===== src/rtl/lp_deser_pkg.sv =====
// Shared types and constants for the LSB-first serial-to-parallel deserializer.
package lp_deser_pkg;

    typedef enum logic {
        HUNT   = 1'b0,
        SYNCED = 1'b1
    } state_e;

    localparam int              WORD_W        = 16;
    localparam logic [15:0]     SYNC_WORD_DEF = 16'hF0A5;
    localparam int              BIT_CNT_W     = 4;
    localparam logic [3:0]      BIT_CNT_LAST  = 4'd15;

    // Gap counter must be able to hold MAX_GAP itself.
    function automatic int gap_cnt_w(input int max_gap);
        return (max_gap < 1) ? 1 : $clog2(max_gap + 1);
    endfunction

endpackage


===== src/rtl/lp_deser_out_buf.sv =====
// One-entry valid/ready word buffer; a word arriving while full and not drained is dropped
// and latches a sticky overflow flag.
module lp_deser_out_buf #(
    parameter int W = 16
) (
    input  logic         clk_i,
    input  logic         rst_i,
    input  logic         load_i,
    input  logic [W-1:0] data_i,
    input  logic         ready_i,
    output logic [W-1:0] data_o,
    output logic         valid_o,
    output logic         overflow_o
);

    logic [W-1:0] data_q, data_d;
    logic         valid_q, valid_d;
    logic         ovf_q, ovf_d;
    logic         accept;

    always_comb begin
        accept  = valid_q & ready_i;
        data_d  = data_q;
        valid_d = valid_q;
        ovf_d   = ovf_q;
        if (load_i) begin
            // A drain on the same edge frees the slot for the new word.
            if (!valid_q || accept) begin
                data_d  = data_i;
                valid_d = 1'b1;
            end else begin
                ovf_d = 1'b1;
            end
        end else if (accept) begin
            valid_d = 1'b0;
        end
    end

    always_ff @(posedge clk_i or posedge rst_i) begin
        if (rst_i) begin
            data_q  <= '0;
            valid_q <= 1'b0;
            ovf_q   <= 1'b0;
        end else begin
            data_q  <= data_d;
            valid_q <= valid_d;
            ovf_q   <= ovf_d;
        end
    end

    assign data_o     = data_q;
    assign valid_o    = valid_q;
    assign overflow_o = ovf_q;

endmodule


===== src/rtl/lp_tree_deserializer.sv =====
// Serial-to-parallel deserializer with marker-based word alignment (HUNT/SYNCED).
// Optional marker-gap supervision is built when LP_DESER_GAP_CHECK_EN is defined.
module lp_tree_deserializer
    import lp_deser_pkg::*;
#(
    parameter int          OUTPUTS_NUM = 16,
    parameter logic [15:0] SYNC_WORD   = SYNC_WORD_DEF,
    parameter int          MAX_GAP     = 64
) (
    input  logic                   CLK,
    input  logic                   RESET,
    input  logic                   SERIAL_IN,
    input  logic                   RESYNC,
    output logic [OUTPUTS_NUM-1:0] PAR_OUT,
    output logic                   PAR_VALID,
    input  logic                   PAR_READY,
    output logic                   LOCKED,
    output logic                   OVERFLOW,
    output logic                   LOCK_LOST
);

    if (OUTPUTS_NUM != WORD_W || MAX_GAP < 1) begin : g_bad_cfg
        $error("lp_tree_deserializer: unsupported OUTPUTS_NUM or MAX_GAP");
    end

    state_e                 state_q, state_d;
    logic [OUTPUTS_NUM-1:0] shift_q, shift_d;
    logic [BIT_CNT_W-1:0]   cnt_q, cnt_d;
    logic                   word_load;

`ifdef LP_DESER_GAP_CHECK_EN
    localparam int GAP_W = gap_cnt_w(MAX_GAP);
    logic [GAP_W-1:0] gap_q, gap_d;
    logic             lock_lost_q, lock_lost_d;
`endif

    always_comb begin
        shift_d   = {SERIAL_IN, shift_q[OUTPUTS_NUM-1:1]};
        state_d   = state_q;
        cnt_d     = cnt_q;
        word_load = 1'b0;
`ifdef LP_DESER_GAP_CHECK_EN
        gap_d       = gap_q;
        lock_lost_d = 1'b0;
`endif
        if (RESYNC) begin
            state_d = HUNT;
            cnt_d   = '0;
`ifdef LP_DESER_GAP_CHECK_EN
            gap_d   = '0;
`endif
        end else begin
            case (state_q)
                HUNT: begin
                    if (shift_d == SYNC_WORD) begin
                        state_d = SYNCED;
                        cnt_d   = '0;
                    end
                end
                SYNCED: begin
                    cnt_d = cnt_q + BIT_CNT_W'(1);
                    if (cnt_q == BIT_CNT_LAST) begin
                        if (shift_d == SYNC_WORD) begin
`ifdef LP_DESER_GAP_CHECK_EN
                            gap_d = '0;
`endif
                        end else begin
`ifdef LP_DESER_GAP_CHECK_EN
                            // Too many words without a marker: distrust alignment and drop this one.
                            if (gap_q == GAP_W'(MAX_GAP)) begin
                                state_d     = HUNT;
                                cnt_d       = '0;
                                gap_d       = '0;
                                lock_lost_d = 1'b1;
                            end else begin
                                gap_d     = gap_q + GAP_W'(1);
                                word_load = 1'b1;
                            end
`else
                            word_load = 1'b1;
`endif
                        end
                    end
                end
                default: state_d = HUNT;
            endcase
        end
    end

    always_ff @(posedge CLK or posedge RESET) begin
        if (RESET) begin
            state_q <= HUNT;
            shift_q <= '0;
            cnt_q   <= '0;
        end else begin
            state_q <= state_d;
            shift_q <= shift_d;
            cnt_q   <= cnt_d;
        end
    end

`ifdef LP_DESER_GAP_CHECK_EN
    always_ff @(posedge CLK or posedge RESET) begin
        if (RESET) begin
            gap_q       <= '0;
            lock_lost_q <= 1'b0;
        end else begin
            gap_q       <= gap_d;
            lock_lost_q <= lock_lost_d;
        end
    end

    assign LOCK_LOST = lock_lost_q;
`else
    assign LOCK_LOST = 1'b0;
`endif

    assign LOCKED = (state_q == SYNCED);

    lp_deser_out_buf #(
        .W (OUTPUTS_NUM)
    ) u_out_buf (
        .clk_i      (CLK),
        .rst_i      (RESET),
        .load_i     (word_load),
        .data_i     (shift_d),
        .ready_i    (PAR_READY),
        .data_o     (PAR_OUT),
        .valid_o    (PAR_VALID),
        .overflow_o (OVERFLOW)
    );

endmodule

===== config.mk =====
export PLATFORM = sky130hd
export DESIGN_NAME = lp_tree_deserializer
export DESIGN_NICKNAME = d
export VERILOG_FILES = /design/src/rtl/lp_deser_pkg.sv /design/src/rtl/lp_deser_out_buf.sv /design/src/rtl/lp_tree_deserializer.sv
export SDC_FILE = /design/constraint.sdc
export NUM_CORES = 1
export LEC_CHECK = 0
export ABC_AREA = 1
export CORE_MARGIN = 5
export CORE_UTILIZATION = 30
export CTS_BUF_LIST = sky130_fd_sc_hd__clkbuf_4
export CTS_CLUSTER_SIZE = 10
export DETAILED_ROUTE_END_ITERATION = 6
export PLACE_DENSITY = 0.49
export SYNTH_ARGS = -nofsm -noshare
export SYNTH_HDL_FRONTEND = slang
export SYNTH_SLANG_ARGS = --single-unit

===== constraint.sdc =====
create_clock -name CLK -period 1.8 [get_ports CLK]
set_clock_uncertainty 0.1 [all_clocks]
set_input_delay 0.45 -clock CLK [delete_from_list [all_inputs] [get_ports CLK]]
set_output_delay 0.45 -clock CLK [all_outputs]
set_load 0.1 [all_outputs]

==> summary.txt, run 1 <==
Drt
  • Drt initial violations: 75
  • WL final: 2.932 mm
  • Router iterations before antenna repair: 4
  • Routed vias: 1,061
  • DRC viols: 0
  • Wire per inst: between 10 and 15 µm
  • Detail Route Antenna Nets: 0
  • Vias per Instance: 4.366

Synth
  • Synth top area share: about 65%
  • Synth Cell Area: 1463 µm²
  • Register bit total from synthesis: 38
  • Syn_nets: 149
  • Number of synthesized flops with an enable pin: 0
  • Combinational family with the most area after synthesis: simple AND/OR/NAND/NOR gates
  • Async S/R FF share, synth: 100.0%
  • Synth Flop Type: dfrtp_1
  • Top cells by area, synth: dfrtp_1 (65%), nand2_1 (13%), nand4_1 (8.6%)
  • Synth Area in Compound Gates: roughly 2.2%
  • Yosys warnings: 0
  • Gate Count Post-Synth: roughly 140
  • Multiplexer share of the synthesized area: 0%
  • Adder-Cell Fraction of Synth Area: 0.8554%
  • Syn_area_per_cell: roughly 10 µm²
  • Synth Area in Simple Gates: between 20% and 30%
  • Number of distinct library cells after synthesis: 20
  • Yosys top cell by area: dfrtp_1
  • Sequential share of the synthesized area: 65.01%
  • Xor/xnor share of the synthesized area: 0%

Power
  • Design Power: 1.530 mW
  • P_leak: between 1 and 1.5 nW
  • Pwr dens: 728.5 nW/µm²
  • Max rail drop VDD: 324.2 µV

GRT
  • First-pass GRT wire length: around 5.1 mm
  • Initial antenna violation count: 0
  • Grt total ovfl: 0
  • Overall global routing resource usage: a little over a tenth
  • Largest net degree at the start of global routing: 39
  • Vias in the first global route: 1,092

Timing
  • Final Setup Violations: 0
  • WHS: around 310 ps
  • Slew Limit Fails: 0
  • Fin. Hold Viols: 0
  • Minimum clock period: roughly 1600 ps
  • Fmax: around 640 MHz
  • Unrepaired setup endpoints after global routing: false
  • Crit share post-route: between 80% and 90%

Critical path
  • Critical path class: flip-flop to output port
  • Crit Reg-Reg Endpoint: u_out_buf.overflow_o$_DFFE_PP0P_
  • Stages on worst setup path: 1
  • WP data arrival: slightly above 1000 ps
  • Crit path capture type: output port
  • Crit start category: flip-flop
  • Crit path max fanout: 3
  • Worst reg2reg path depth: 6
  • Reg-to-reg setup timing slack: roughly 260 ps
  • Crit. Startpoint: LOCKED$_DFF_PP0_
  • Max stage delay on crit path: a little over 500 ps
  • CP Data Required Time: 1250 ps
  • R2R Path Start: cnt_q[1]$_DFFE_PP0P_
  • Critical path, cell by cell: buf_12
  • Slowest-stage cell, CP: dfrtp_4
  • Top Family by Delay on Critical Path: flip-flops
  • Crit path buf inv count: 1

Clock tree
  • CTS Buf Count: 5
  • Htree depth: 2
  • CTS Root Cell: clkbuf_4
  • Clock Latency Late Sink: roughly 340 ps
  • Cts hold-fix bufs: 0
  • # clock sinks: 38
  • CTS Buffer Depth: 2
  • Post-CTS setup buffer count: 0
  • Post-cts sizing count: 0
  • CTS clock-pin slew for the worst setup and hold paths: approximately 110 ps
  • CTS tree: built

Status
  • Outcome: finished, final reports clean

Floorplan
  • Initial Utilization: 30.97%
  • DIE WIDTH: 79.83 µm
  • Die Footprint: 6372 µm²
  • I/O pins: 25
  • Die Ht: ~80 µm
  • CORE AREA: approximately 4700 µm²
  • Row count: 25

Hold path
  • Hold endpoint: shift_q[12]$_DFF_PP0_
  • Hold wc startpoint: shift_q[13]$_DFF_PP0_
  • Hold path cells: 0
  • Hold WC Path Type: flip-flop to flip-flop

Placed design
  • Post-detail-place hpwl: a little over 2 mm
  • Placed insts: 235
  • I/O Buffers: 23
  • Routability cong.: around 0.73

Flow run
  • Max-Cap Viols: 0

Finish
  • Antenna diodes: 0
  • Area grow syn2layout: 43.63%
  • Total Nets Final: around 180
  • Layout cells sized above 1: a little under a quarter
  • Commonest non-fill, non-tap cells in the layout: nand2_1 (50), dfrtp_1 (36), buf_12 (21)
  • Fillers: between 400 and 500
  • Non-filler instance count after layout: around 240
  • Fin util: between 40% and 50%
  • Commonest non-fill, non-tap cell in the layout: nand2_1
[per-layer routing]
metal	wire length [µm]	global-route usage [%]	up-vias
met1	1349	13.47	500
met4	31	4.054	0
li1	-	-	534
met3	145	4.402	2
met2	1406	16.44	25
met5	0	0	-
[kinds of logic after synthesis]
group           count (synthesis)
simple gates                   81
buf+inv                        16
other cells                     1
compound gates                  6
fa+ha+maj                       1
flops                          38
[registers in the layout, indices dropped and copies added (netlist names)]
name / cells
u_out_buf.overflow_o: 1
cnt_q: 4
u_out_buf.valid_o: 1
u_out_buf.data_o: 16
LOCKED: 1
shift_q: 15
[worst max-delay path by stage]
stage                                                   to  slack, ps
after floorplan            u_out_buf.data_o[0]$_DFFE_PP0P_         90
after global placement    u_out_buf.data_o[13]$_DFFE_PP0P_        -60
after detailed placement  u_out_buf.overflow_o$_DFFE_PP0P_        -90
after CTS                                           LOCKED        210
after global routing      u_out_buf.overflow_o$_DFFE_PP0P_        100
final                                               LOCKED        230
[synthesized netlist by cell type (2+ instances only)]
master	number
nor2_1	6
inv_1	9
nand2_1	50
buf_4	2
o21ai_0	2
clkbuf_1	2
nand4_1	20
dfrtp_1	38
a21oi_1	3
[final cells by class]
type | count | area, µm² | area share, %
Tap cell | 67 | 83.83 | 3.990
Multi-Input combinational cell | 89 | 435.4 | 20.73
Sequential cell | 38 | 955.9 | 45.50
Clock inverter | 1 | 30.03 | 1.429
Clock buffer | 7 | 52.55 | 2.501
Inverter | 10 | 37.54 | 1.787
Timing Repair Buffer | 31 | 505.5 | 24.06
[report_power, final]
group	switching [mW]	total (mW)	internal, mW	leakage, nW
clock network	0.269	0.594	0.325	0.0463
logic	0.0342	0.0528	0.0186	0.513
registers	0.0133	0.884	0.870	0.493
total	0.316	1.53	1.21	1.05
[through the flow]
stage                     setup TNS (ps)  instance area (µm²)  setup WS, ps
after floorplan                        0                 1468         88.45
after global placement             -1075                 2018        -60.79
after detailed placement           -1659                 2018        -89.36
after CTS                              0                 2101         208.2
after global routing                   0                 2101         99.60
final                                  0                 2101         231.4
Note: power is estimated with default switching activity, not from simulation.
==> run 2, diff against run 1 <==
Settings changed: DONT_BUFFER_PORTS from default to 1, PLACE_DENSITY 0.49 to 0.43, SLEW_MARGIN from default to 40.
==> run 2 against run 1 <==
  * The flow now finishes with violations (hold timing)
  * Register-to-register slack got worse by 30 ps
  * Sequential power hardly changed
  * Clock power down 28%
  * Setup slack got worse by 45 ps
  * Hold slack got worse by 310 ps
  * Flip-flop and latch count unchanged
==> summary.txt, run 2 (synthesis gave the netlist of run 1 again) <==
Critical path
  • Critical path class: flip-flop to output port (unchanged)
  • Crit path max fanout: 2 (was 3)
  • Crit start category: flip-flop (unchanged)
  • Critical path, cell by cell: buf_4 (was buf_12)
  • Max stage delay on crit path: 490 ps (was 510 ps)
  • Crit path buf inv count: 1 (unchanged)
  • Top Family by Delay on Critical Path: flip-flops (unchanged)
  • Crit path capture type: output port (unchanged)
  • WP data arrival: 1060 ps (was 1020 ps)
  • CP Data Required Time: 1250 ps (about the same)
  • Slowest-stage cell, CP: dfrtp_4 (unchanged)

GRT
  • First-pass GRT wire length: 5.292 mm (was 5.147 mm)
  • Met1 Use GR: 13.74% (was 13.47%)
  • Met2 Use GR: 16.78% (was 16.44%)
  • Largest net degree at the start of global routing: 18 (was 39)
  • GR Util met3: 3.837% (was 4.402%)
  • Grt total ovfl: 0 (unchanged)
  • Overall global routing resource usage: 10.86% (was 10.72%)
  • Initial antenna violation count: 0 (unchanged)
  • Gr busiest metal: met2 (unchanged)
  • Vias in the first global route: 1,086 (was 1,092)

Hold path
  • Hold WC Path Type: input pin to async pin (was flip-flop to flip-flop)

Timing
  • Fmax: 619.8 MHz (was 637.5 MHz)
  • Slew headroom: 54.67%
  • Least-Margin Pin Slew: a little under 700 ps
  • Unrepaired setup endpoints after global routing: false (unchanged)
  • Setup total negative slack: 0 ps (unchanged)
  • Crit share post-route: 89.64% (was 87.14%)
  • Final Setup Violations: 0 (unchanged)
  • WHS: -4.051 ps (was 310.8 ps)
  • Minimum clock period: 1614 ps (was 1569 ps)
  • Fin. Hold Viols: 7 (was 0)
  • Fin worst setup slack: 186.5 ps (was 231.4 ps)
  • Slew Limit Fails: 0 (unchanged)

Finish
  • Area grow syn2layout: 21.81% (was 43.63%)
  • Fillers: 487 (was 436)
  • Antenna diodes: 0 (unchanged)
  • Commonest non-fill, non-tap cell in the layout: nand2_1 (unchanged)
  • Layout cells sized above 1: 23.84% (was 23.86%)
  • Fin util: 37.72% (was 44.48%)
  • Number of flip-flops under the largest register name: 16 (unchanged)
  • Total Nets Final: 177 (was 181)
  • Commonest non-fill, non-tap cells in the layout: nand2_1 (50), dfrtp_1 (36), buf_4 (26) (was nand2_1 (50), dfrtp_1 (36), buf_12 (21))

Clock tree
  • Clock Latency Late Sink: 330 ps (was 340 ps)
  • CTS Buffer Depth: 2 (unchanged)
  • CTS clock-pin slew for the worst setup and hold paths: 110 ps (about the same)
  • CTS Buf Count: 5 (unchanged)
  • # clock sinks: 38 (unchanged)
  • CTS Root Cell: clkbuf_4 (unchanged)
  • CTS tree: built (unchanged)
  • Cts hold-fix bufs: 0 (unchanged)
  • Post-CTS setup buffer count: 0 (unchanged)
  • Htree depth: 2 (unchanged)
  • Post-cts sizing count: 0 (unchanged)

Status
  • Failing checks: hold timing
  • Outcome: finished with violations (was finished, final reports clean)

Power
  • Design Power: 1.352 mW (was 1.530 mW)
  • Pwr dens: 758.9 nW/µm² (was 728.5 nW/µm²)
  • Max rail drop VDD: 263.5 µV (was 324.2 µV)
  • P_leak: 0.9692 nW (was 1.051 nW)

Floorplan
  • Die Ht: 79.83 µm (unchanged)
  • Row count: 25 (unchanged)
  • I/O pins: 25 (unchanged)
  • CORE AREA: 4723 µm² (unchanged)
  • DIE WIDTH: 79.83 µm (unchanged)
  • Initial Utilization: 30.97% (unchanged)
  • Die Footprint: 6372 µm² (unchanged)

Drt
  • WL final: 2.991 mm (was 2.932 mm)
  • Drt initial violations: 51 (was 75)
  • DRC viols: 0 (unchanged)
  • Wire per inst: 12.51 µm (was 12.07 µm)
  • Router iterations before antenna repair: 4 (unchanged)
  • Vias per Instance: 4.356 (was 4.366)
  • Routed vias: 1,041 (was 1,061)
  • Detail Route Antenna Nets: 0 (unchanged)

Flow run
  • Max-Cap Viols: 0 (unchanged)

Placed design
  • Routability cong.: 0.7325 (was 0.7285)
  • Pre-CTS WS: 199.9 ps (was -89.36 ps)
  • Post-detail-place hpwl: 2.246 mm (was 2.063 mm)
  • I/O Buffers: 0 (was 23)
## run 2: cell types whose count changed in the layout (fill, tap and decap cells not counted)
cell             change
buf_12              -20
buf_4               +20
bufinv_16            -1
clkbuf_4             -1
clkdlybuf4s50_1      -4
clkinv_1             +1
clkinv_2             +1
## run 2: report_power, final
group          internal (mW)  switching [mW]
Clock                  0.162           0.265
Combinational        0.00954          0.0323
Sequential             0.870          0.0135
Total                   1.04           0.310
## run 2: worst paths after layout
kind	slack, ps	end	cells past startpoint	from
max in group asynchronous	1010	u_out_buf.overflow_o$_DFFE_PP0P_	2	RESET
worst min register to register	320	shift_q[13]$_DFF_PP0_	0	shift_q[14]$_DFF_PP0_
worst min-delay path	-4	LOCKED$_DFF_PP0_	1	RESET
min in group CLK	40	shift_q[15]$_DFF_PP0_	0	SERIAL_IN
worst max register to register	230	u_out_buf.overflow_o$_DFFE_PP0P_	6	cnt_q[0]$_DFFE_PP0P_
worst max-delay path	190	LOCKED	1	LOCKED$_DFF_PP0_
## run 2: cell type report
type,count,area [µm²],area share [%]
clock buffers,6,45.04,2.528
clock inverters,2,8.758,0.4916
inverters,10,37.54,2.107
multi-input cells,89,435.4,24.44
flip-flops and latches,38,955.9,53.65
well taps,67,83.83,4.705
repair buffers,27,215.2,12.08
## run 2: per-layer routing
metal  routed length [µm]  vias to the layer above  share of wire, %
met2                 1444                       17                48
met5                    0                        -                 0
met4                   45                        0               1.5
met1                 1335                      494                45
met3                  166                        6               5.5
li1                     -                      524                 -
## run 2: per-stage QoR
stage	cells	hold WS (ps)	area, µm²
floorplan	143	274.3	1468
global placement	231	286.3	1728
detailed placement	231	291.9	1728
CTS	239	21.52	1782
global route	239	5.152	1782
finish	239	-4.051	1782
